[config.mk]
export PLATFORM = sky130hd
export DESIGN_NAME = rf_access_ctrl
export DESIGN_NICKNAME = d
export VERILOG_FILES = /design/src/rtl/rf_access_ctrl.sv
export SDC_FILE = /design/constraint.sdc
export NUM_CORES = 1
export LEC_CHECK = 0
export BUFFER_PORTS_ARGS = -buffer_cell sky130_fd_sc_hd__buf_4
export CELL_PAD_IN_SITES_DETAIL_PLACEMENT = 1
export CELL_PAD_IN_SITES_GLOBAL_PLACEMENT = 1
export CORE_ASPECT_RATIO = 1.4
export CORE_MARGIN = 3
export CORE_UTILIZATION = 28
export DETAILED_ROUTE_END_ITERATION = 10
export GPL_TIMING_DRIVEN = 0
export PLACE_DENSITY = 0.88
export SLEW_MARGIN = 20
export SYNTH_ARGS = -nofsm -noshare
export SYNTH_HDL_FRONTEND = slang
export SYNTH_SLANG_ARGS = --single-unit
[constraint.sdc]
create_clock -name clk -period 1.82 [get_ports clk]
set_input_delay 0.091 -clock clk [delete_from_list [all_inputs] [get_ports clk]]
set_output_delay 0.091 -clock clk [all_outputs]
set_load 0.02 [all_outputs]
[src/rtl/rf_access_ctrl.sv]
// rtl/rf_access_ctrl.sv - register-file access sequencer (reads, full writes, half-word RMW)
//
// Sequences pipeline read/writeback requests onto the pins of a register file
// whose outputs are registered (one-cycle read latency). A half-word write is
// a read-modify-write because the RF only writes full words.
//
// Ports:
//   clk, reset          clock (rising edge), asynchronous active-low reset
//   wr_req_*            writeback request: valid/ready, addr, data, mode
//                       (00 full, 01 low half, 10 high half, 11 as full)
//   rd_req_*            operand read request: valid/ready, addr_a, addr_b
//   rd_rsp_valid        one-cycle pulse, rd_data_a/b valid while high
//   rd_data_a/b         operand data, pass-through of rf_reg_out1/2
//   rf_reg_port1/2      RF read addresses (registered)
//   rf_write_reg        RF write / port-3 address (registered)
//   rf_data_in          RF write data (combinational)
//   rf_we               RF write enable (registered)
//   rf_hl               RF half select, tied low
//   rf_reg_out1/2/3     RF registered outputs
module rf_access_ctrl #(
  parameter int AW = 4,
  parameter int DW = 32
) (
  input  logic          clk,
  input  logic          reset,
  input  logic          wr_req_valid,
  output logic          wr_req_ready,
  input  logic [AW-1:0] wr_addr,
  input  logic [DW-1:0] wr_data,
  input  logic [1:0]    wr_mode,
  input  logic          rd_req_valid,
  output logic          rd_req_ready,
  input  logic [AW-1:0] rd_addr_a,
  input  logic [AW-1:0] rd_addr_b,
  output logic          rd_rsp_valid,
  output logic [DW-1:0] rd_data_a,
  output logic [DW-1:0] rd_data_b,
  output logic [AW-1:0] rf_reg_port1,
  output logic [AW-1:0] rf_reg_port2,
  output logic [AW-1:0] rf_write_reg,
  output logic [DW-1:0] rf_data_in,
  output logic          rf_we,
  output logic          rf_hl,
  input  logic [DW-1:0] rf_reg_out1,
  input  logic [DW-1:0] rf_reg_out2,
  input  logic [DW-1:0] rf_reg_out3
);

  localparam int HW = DW / 2;

  typedef enum logic [2:0] {
    S_IDLE   = 3'd0,
    S_FW     = 3'd1,
    S_RD_ISS = 3'd2,
    S_RD_CAP = 3'd3,
    S_HW_ISS = 3'd4,
    S_HW_MRG = 3'd5
  } state_t;

  state_t        state_q, state_d;
  logic [AW-1:0] port1_q, port1_d;
  logic [AW-1:0] port2_q, port2_d;
  logic [AW-1:0] wreg_q, wreg_d;
  logic [DW-1:0] data_q, data_d;
  logic [1:0]    mode_q, mode_d;
  logic          we_q, we_d;

  logic idle;
  logic wr_accept;
  logic rd_accept;
  logic wr_is_half;

  assign idle       = (state_q == S_IDLE);
  assign wr_accept  = idle && wr_req_valid;
  // Writes win over reads so a read accepted next sees the new value.
  assign rd_accept  = idle && !wr_req_valid && rd_req_valid;
  assign wr_is_half = (wr_mode == 2'b01) || (wr_mode == 2'b10);

  // State and datapath registers
  always_ff @(posedge clk or negedge reset) begin
    if (!reset) begin
      state_q <= S_IDLE;
      port1_q <= '0;
      port2_q <= '0;
      wreg_q  <= '0;
      data_q  <= '0;
      mode_q  <= '0;
      we_q    <= 1'b0;
    end else begin
      state_q <= state_d;
      port1_q <= port1_d;
      port2_q <= port2_d;
      wreg_q  <= wreg_d;
      data_q  <= data_d;
      mode_q  <= mode_d;
      we_q    <= we_d;
    end
  end

  // Next-state logic
  always_comb begin
    state_d = state_q;
    unique case (state_q)
      S_IDLE: begin
        if (wr_accept) begin
          state_d = wr_is_half ? S_HW_ISS : S_FW;
        end else if (rd_accept) begin
          state_d = S_RD_ISS;
        end
      end
      S_FW:     state_d = S_IDLE;
      S_RD_ISS: state_d = S_RD_CAP;
      S_RD_CAP: state_d = S_IDLE;
      S_HW_ISS: state_d = S_HW_MRG;
      S_HW_MRG: state_d = S_IDLE;
      default:  state_d = S_IDLE;
    endcase
  end

  // Output and datapath-update logic
  always_comb begin
    port1_d      = port1_q;
    port2_d      = port2_q;
    wreg_d       = wreg_q;
    data_d       = data_q;
    mode_d       = mode_q;
    we_d         = 1'b0;
    rd_rsp_valid = 1'b0;
    rf_data_in   = data_q;

    unique case (state_q)
      S_IDLE: begin
        if (wr_accept) begin
          wreg_d = wr_addr;
          data_d = wr_data;
          mode_d = wr_mode;
          // Half writes first spend a cycle reading the old word via out3.
          we_d   = !wr_is_half;
        end else if (rd_accept) begin
          port1_d = rd_addr_a;
          port2_d = rd_addr_b;
        end
      end
      S_RD_CAP: rd_rsp_valid = 1'b1;
      S_HW_ISS: we_d = 1'b1;
      S_HW_MRG: begin
        // out3 holds the old word captured at the end of HW_ISS.
        if (mode_q == 2'b01) begin
          rf_data_in = {rf_reg_out3[DW-1:HW], data_q[HW-1:0]};
        end else begin
          rf_data_in = {data_q[HW-1:0], rf_reg_out3[HW-1:0]};
        end
      end
      default: ;
    endcase
  end

  assign wr_req_ready = idle;
  assign rd_req_ready = idle && !wr_req_valid;
  assign rd_data_a    = rf_reg_out1;
  assign rd_data_b    = rf_reg_out2;
  assign rf_reg_port1 = port1_q;
  assign rf_reg_port2 = port2_q;
  assign rf_write_reg = wreg_q;
  assign rf_we        = we_q;
  assign rf_hl        = 1'b0;

endmodule
==> impl_metrics.yaml, run 1 <==
outcome:
  status: "finished, violations left"
  failed_checks: "setup timing"
timing:
  rsz0062_at_grt: "yes"
  layout_setup_ws_ns: -0.00277
  worst_slew_pin_slew_ns: 0.677
  finalCritPeriodShare_pct: 100
  max_freq_ghz: 0.549
  slew_violations: 0
  fin_skew_ns: 0.00752
  period_needed_ns: 1.82
  final_hold_viol_count: 0
  setup_viol: 3
  slew_headroom_pct: 54.9
  fin_hold_ws_ns: 0.0260
worst_setup_path:
  path_buf_inv: 3
  crit_arrival_ns: 1.73
  crit_path_frequent_cell: "buf_6"
  worstSetupPathType: "reg2out"
  crit_path_end_kind: "primary output"
  critPathMaxFanout: 6
  critical_path_required_ns: 1.73
  cpMaxStageDelayCell: "dfrtp_1"
  crit_path_start: "mode_q[0]"
  path_cells: "nor2b_1, buf_6, nor2_4, buf_6, mux2_4, buf_6"
  rr_startpoint: "state_q[2]"
  worstSetupStartpointType: "flip-flop"
  path_delay_family: "buffers and inverters"
  cp_slowest_stage_delay_ns: 0.38
detailed_routing:
  post_drt_wl_per_cell_um: 17.6
  ant_nets: 0
  totalWireLength_um: 10600
  drtIter0Drc: 44
  vias: 2657
  drc: 0
  routed_via_density: 4.40
  first_pass_iters: 2
power_and_ir_drop:
  p_per_area_mw_per_mm2: 1640
  p_int_w: 0.00520
  p_sw_share_pct: 38.2
  power.switching_w: 0.00321
  seq_power_share_pct: 24.3
  total_power_w: 0.00841
  vdd_drop_max_mv: 0.580
  clockPowerShare_pct: 13.0
  power_leakage_nw: 2.62
  p_comb_share_pct: 62.7
run:
  cap_violations: 0
synthesis:
  synth_edf_count: 0
  synth.cell_area_mm2: 0.00311
  netlist_top_cells_count: "buf_4 (70), dfrtp_1 (50), mux2_2 (42)"
  syn_nets: 405
  seq_area_frac_synth_pct: 40.3
  synth-main-ff-cell: "dfrtp_1"
  netlist.area_leader.share_pct: 40.3
  synth_seq_cells: 50
  yosys_warnings: 0
  syn-instance-count: 259
  synth_cell_types: 24
  synth_top_cell_by_area: "dfrtp_1"
  synthMostInstantiatedCell: "buf_4"
  ys_top_cells_by_area: "dfrtp_1 (40%), buf_4 (17%), mux2_2 (15%), mux2_4 (9.7%), mux2i_1 (5.2%)"
  syn_avg_cell_area_um2: 12.0
  ys_async_sr_fraction_pct: 100
hold_path:
  min_from: "wr_data[13]"
  holdCritPathClass: "in2reg"
placed_design:
  place_ws_ns: -0.0311
  dp_cells: 590
  portBuffers: 193
  dp.final_hpwl_um: 8430
  place_area_mm2: 0.00473
  gp_congestion: 0.727
floorplanning:
  core_area_mm2: 0.0106
  dieArea_mm2: 0.0124
  start_util_pct: 29.3
  rows: 44
  die_y_um: 131
  ioPinCount: 259
  die_w_um: 95.0
grt:
  grt_pass1_wl_um: 15300
  grt_remaining_overflow: 0
  grt.total_usage_pct: 16.3
  antenna_found_initial: 0
  grt_max_degree: 51
  grt_pass1_vias: 2815
final_layout:
  area_delta_synth_final_pct: 65.0
  drive_gt1_share_pct: 75.5
  largest_register_ffs: 32
  fin_cells: 604
  antennaDiodeCount: 0
  design_area_mm2: 0.00513
  regMostFlops: "data_q"
  nets: 611
clocking:
  path_clk_slew_ns: 0.07
  cts.sinks: 50
  cts_root_buf: "clkbuf_16"
  htreeDepth: 2
  clockBufferDepth: 2
  clock_latency_ns: 0.29
  cts_tree: "yes"
  numCtsBuffers: 5
==> cell usage in the layout, fill, tap and decap left out <==
master and count:
buf_4 247, nor2b_1 2, buf_12 5, dlygate4sd3_1 1
nand3b_4 1, a211oi_1 2, clkbuf_4 3, mux2_2 26
clkbuf_16 6, mux2i_1 16, conb_1 1, and2_4 1
a21oi_1 1, mux2_4 36, xnor2_1 1, nand2_2 1
nor2_1 3, nor2_4 1, nor3_4 1, o21ai_1 12
nor3_1 1, o21a_1 1, o21ai_0 4, buf_6 20
dfrtp_1 50, bufinv_16 1, clkinvlp_4 2, nand2_1 19
nor4_4 1
==> worst paths after layout <==
kind	end	slack (ns)	depth (start not counted)
setup / recovery	rf_data_in[14]	-0.003	6
min in group asynchronous	data_q[3]	0.38	2
hold / removal	data_q[13]	0.03	2
max in group asynchronous	rf_write_reg[1]	0.98	2
setup reg to reg	data_q[3]	0.20	6
hold reg to reg	rf_reg_port1[2]	0.51	1
==> power by group through the flow <==
stage	Clock, W	Sequential, W	Combinational, W
after CTS	0.00114	0.00204	0.00535
after floorplan	0	0.00213	0.00296
after global routing	0.00119	0.00212	0.00562
final	0.00109	0.00204	0.00527
after detailed placement	0	0.00205	0.00485
after global placement	0	0.00202	0.00475
==> what timing repair did <==
item,CTS,global route
gates resized for setup,49,12
endpoints found under the setup margin,32,32
pin swaps,1,1
hold buffers,1,0
endpoints found under the hold margin,50,0
gates cloned,1,0
setup buffers,5,0
==> routing by layer <==
| metal | track usage (%) | vias to the layer above | wire length, um |
|---|---|---|---|
| met1 | 17.4 | 1275 | 3570 |
| met5 | 0 | - | 0 |
| met2 | 31.2 | 152 | 5900 |
| met4 | 3.14 | 0 | 70 |
| met3 | 4.98 | 4 | 1070 |
| li1 | - | 1226 | - |
==> cells by family after synthesis <==
logic type / after synthesis / synth area share, %
muxes: 78 / 30.0
buffers and inverters: 78 / 19.9
DFF: 50 / 40.3
and+or+nand+nor: 31 / 5.92
AOI/OAI and AO/OA: 20 / 3.46
xor gates and xnor gates: 1 / 0.282
other: 1 / 0.121
==> metrics by stage <==
step,setup TNS (ns),util [%]
finish,-0.00637,48.3
global route,-1.05,48.3
CTS,-0.945,48.2
detailed placement,-0.254,44.5
global placement,-0.304,44.5
floorplan,0,-
==> layout make-up <==
type                            instances  area, um^2
Buffer                                 77         652
Clock buffer                            5         125
Clock inverter                          3        45.0
Fill cell                            1172        5500
Multi-Input combinational cell        131        1300
Sequential cell                        50        1250
Tap cell                              138         173
Timing Repair Buffer                  200        1590
==> worst reg2reg max path, delay by kind of cell, from the launching register on <==
family | cells | cell delay, ns
buffers and inverters | 3 | 0.45
and+or+nand+nor | 2 | 0.38
muxes | 1 | 0.31
DFF | 1 | 0.37
Power figures use the tool's default switching activity.
==> run 2, diff against run 1 <==
--- a/config.mk
+++ b/config.mk
@@ -5,15 +5,17 @@
 export SDC_FILE = /design/constraint.sdc
 export NUM_CORES = 1
 export LEC_CHECK = 0
+export ABC_AREA = 1
 export BUFFER_PORTS_ARGS = -buffer_cell sky130_fd_sc_hd__buf_4
 export CELL_PAD_IN_SITES_DETAIL_PLACEMENT = 1
 export CELL_PAD_IN_SITES_GLOBAL_PLACEMENT = 1
 export CORE_ASPECT_RATIO = 1.4
 export CORE_MARGIN = 3
-export CORE_UTILIZATION = 28
+export CORE_UTILIZATION = 27
+export CTS_BUF_LIST = sky130_fd_sc_hd__clkbuf_2
 export DETAILED_ROUTE_END_ITERATION = 10
 export GPL_TIMING_DRIVEN = 0
-export PLACE_DENSITY = 0.88
+export PLACE_DENSITY = 0.89
 export SLEW_MARGIN = 20
 export SYNTH_ARGS = -nofsm -noshare
 export SYNTH_HDL_FRONTEND = slang
==> impl_metrics.yaml, run 2 <==
worst_setup_path:
  worstSetupStartpointType: "flip-flop"
  reg2reg_to: "rf_write_reg[1]"
  cp_slowest_stage_delay_ns: 0.50
  critical_path_required_ns: 1.73
  cpMaxStageDelayCell: "dfrtp_2"
  ff2ff_path_depth: 7
  crit_path_end_kind: "primary output"
  worstSetupPathType: "reg2out"
  crit_path_frequent_cell: "buf_6"
  path_cells: "buf_6, nor2_8, nand2_4, buf_6, nand2_1, nand2_1, buf_6"
  critPathMaxFanout: 6
  worst-r2r-setup-slack_ns: 0.22
  rr_startpoint: "state_q[0]"
  path_buf_inv: 3
  crit_arrival_ns: 1.82
  path_delay_family: "flip-flops"
detailed_routing:
  routed_via_density: 4.63
  vias: 4154
  post_drt_wl_per_cell_um: 16.8
  drtIter0Drc: 119
  totalWireLength_um: 15100
  drc: 0
  ant_nets: 0
  first_pass_iters: 4
floorplanning:
  die_w_um: 101
  die_y_um: 138
  core_area_mm2: 0.0121
  ioPinCount: 259
  start_util_pct: 28.1
  rows: 47
  dieArea_mm2: 0.0139
synthesis:
  syn_avg_cell_area_um2: 7.12
  syn_nets: 621
  yosys_warnings: 0
  synth_seq_cells: 50
  synth_cell_types: 21
  seq_area_frac_synth_pct: 37.0
  syn-instance-count: 475
  netlist.area_leader.share_pct: 37.0
  synthMostInstantiatedCell: "nand2_1"
  netlist_top_cells_count: "nand2_1 (215), buf_4 (69), dfrtp_1 (50)"
  ys_top_cells_by_area: "dfrtp_1 (37%), nand2_1 (24%), buf_4 (15%), nand4_1 (8.5%), inv_1 (4.3%)"
  ys_async_sr_fraction_pct: 100
  synth_top_cell_by_area: "dfrtp_1"
  synth-main-ff-cell: "dfrtp_1"
  synth.cell_area_mm2: 0.00338
  synth_edf_count: 0
final_layout:
  nets: 894
  regMostFlops: "data_q"
  area_delta_synth_final_pct: 81.0
  fin_cells: 897
  final_core_util_pct: 50.8
  final_cell_mix: "buf_4 (248), nand2_1 (173), dlygate4sd3_1 (49), dfrtp_1 (48), nand4_1 (46)"
  drive_gt1_share_pct: 50.3
  final_common_cell: "buf_4"
  largest_register_ffs: 32
clocking:
  cts_root_buf: "clkbuf_2"
  clock_latency_ns: 0.47
  cts_tree: "yes"
  path_clk_slew_ns: 0.28
  cts.sinks: 50
  numCtsBuffers: 5
  clockBufferDepth: 2
  htreeDepth: 2
outcome:
  failed_checks: "setup timing"
  status: "finished, violations left"
power_and_ir_drop:
  total_power_w: 0.00810
  p_per_area_mw_per_mm2: 1320
  power_leakage_nw: 3.44
  vdd_drop_max_mv: 0.685
placed_design:
  portBuffers: 192
  dp.final_hpwl_um: 11300
  dp_cells: 814
  gp_congestion: 0.765
grt:
  grt_pass1_wl_um: 22500
  antenna_found_initial: 0
  grt.total_usage_pct: 20.3
  grt_max_degree: 51
  grt_pass1_vias: 4494
  grt_remaining_overflow: 0
timing:
  slew_headroom_pct: 54.7
  setup_viol: 27
  final_hold_viol_count: 0
  fin_hold_ws_ns: 0.169
  fin_skew_ns: 0.0116
  max_freq_ghz: 0.524
  rsz0062_at_grt: "yes"
  finalCritPeriodShare_pct: 105
  slew_violations: 0
  period_needed_ns: 1.91
  worst_slew_pin_slew_ns: 0.680
  layout_setup_ws_ns: -0.0874
run:
  cap_violations: 0
hold_path:
  holdCritPathClass: "in2async"
-- run 2: cell count changes after synthesis, sizes merged, moves of 16 or more --
cell / delta
nand3: +21
mux2i: -16
nand2: +197
mux2: -62
inv: +40
nand4: +46
-- run 2: per-layer routing --
metal | vias to the layer above | wire, um | GRT usage, %
li1 | 1969 | - | -
met1 | 1954 | 5120 | 20.4
met2 | 198 | 8610 | 39.7
met3 | 33 | 1020 | 4.39
met4 | 0 | 340 | 6.60
met5 | - | 0 | 0
-- run 2: what timing repair did --
item	in CTS	in global routing
endpoints found under the setup margin	33	35
gates cloned	3	2
hold buffers	49	0
setup buffers	15	6
gates resized for setup	47	71
hold endpoints to repair	99	0
pin swaps	7	15
-- run 2: cells by family after synthesis --
family,after synthesis,synth area share (%)
compound gates,1,0.148
simple gates,292,38.8
buf+inv,131,23.9
other cells,1,0.111
flops,50,37.0
-- run 2: where the power goes --
part / internal, W / switching (W) / total (W)
combinational: 0.00242 / 0.00313 / 0.00555
sequential: 0.00163 / 0.000416 / 0.00205
clock: 0.0000946 / 0.000407 / 0.000502
-- run 2: worst max path at each step --
stage,cells after the start,endpoint,slack (ns),from
2_1_floorplan,4,rd_rsp_valid,0.43,state_q[1]
3_3_place_gp,6,rf_data_in[26],0.25,mode_q[1]
3_5_place_dp,6,rf_data_in[26],0.22,mode_q[1]
4_1_cts,7,rf_data_in[3],-0.09,state_q[1]
5_1_grt,8,rf_data_in[12],-0.20,mode_q[0]
6_report,7,rf_data_in[5],-0.09,state_q[1]
-- run 2: worst reg2reg max path: cells and delay by family (launching register included) --
family        cells  cell delay [ns]
flops             1             0.53
simple gates      3             0.37
buf+inv           4             0.66
-- run 2: cell type report --
| type | instances | area, um^2 |
|---|---|---|
| Multi-Input combinational cell | 294 | 1530 |
| Clock inverter | 3 | 21.3 |
| Buffer | 90 | 674 |
| Sequential cell | 50 | 1250 |
| Fill cell | 1485 | 5930 |
| Inverter | 40 | 155 |
| Tap cell | 147 | 184 |
| Antenna cell | 1 | 2.50 |
| Timing Repair Buffer | 267 | 2270 |
| Clock buffer | 5 | 25.0 |
-- run 2: stage by stage --
| step | setup WS (ns) | cell area (um^2) | TNS (ns) |
|---|---|---|---|
| final | -0.0874 | 6120 | -1.54 |
| after global routing | -0.198 | 6120 | -4.99 |
| after CTS | -0.0884 | 5820 | -1.23 |
| after detailed placement | 0.221 | 5010 | 0 |
| after global placement | 0.248 | 5010 | 0 |
| after floorplan | 0.433 | 3380 | 0 |
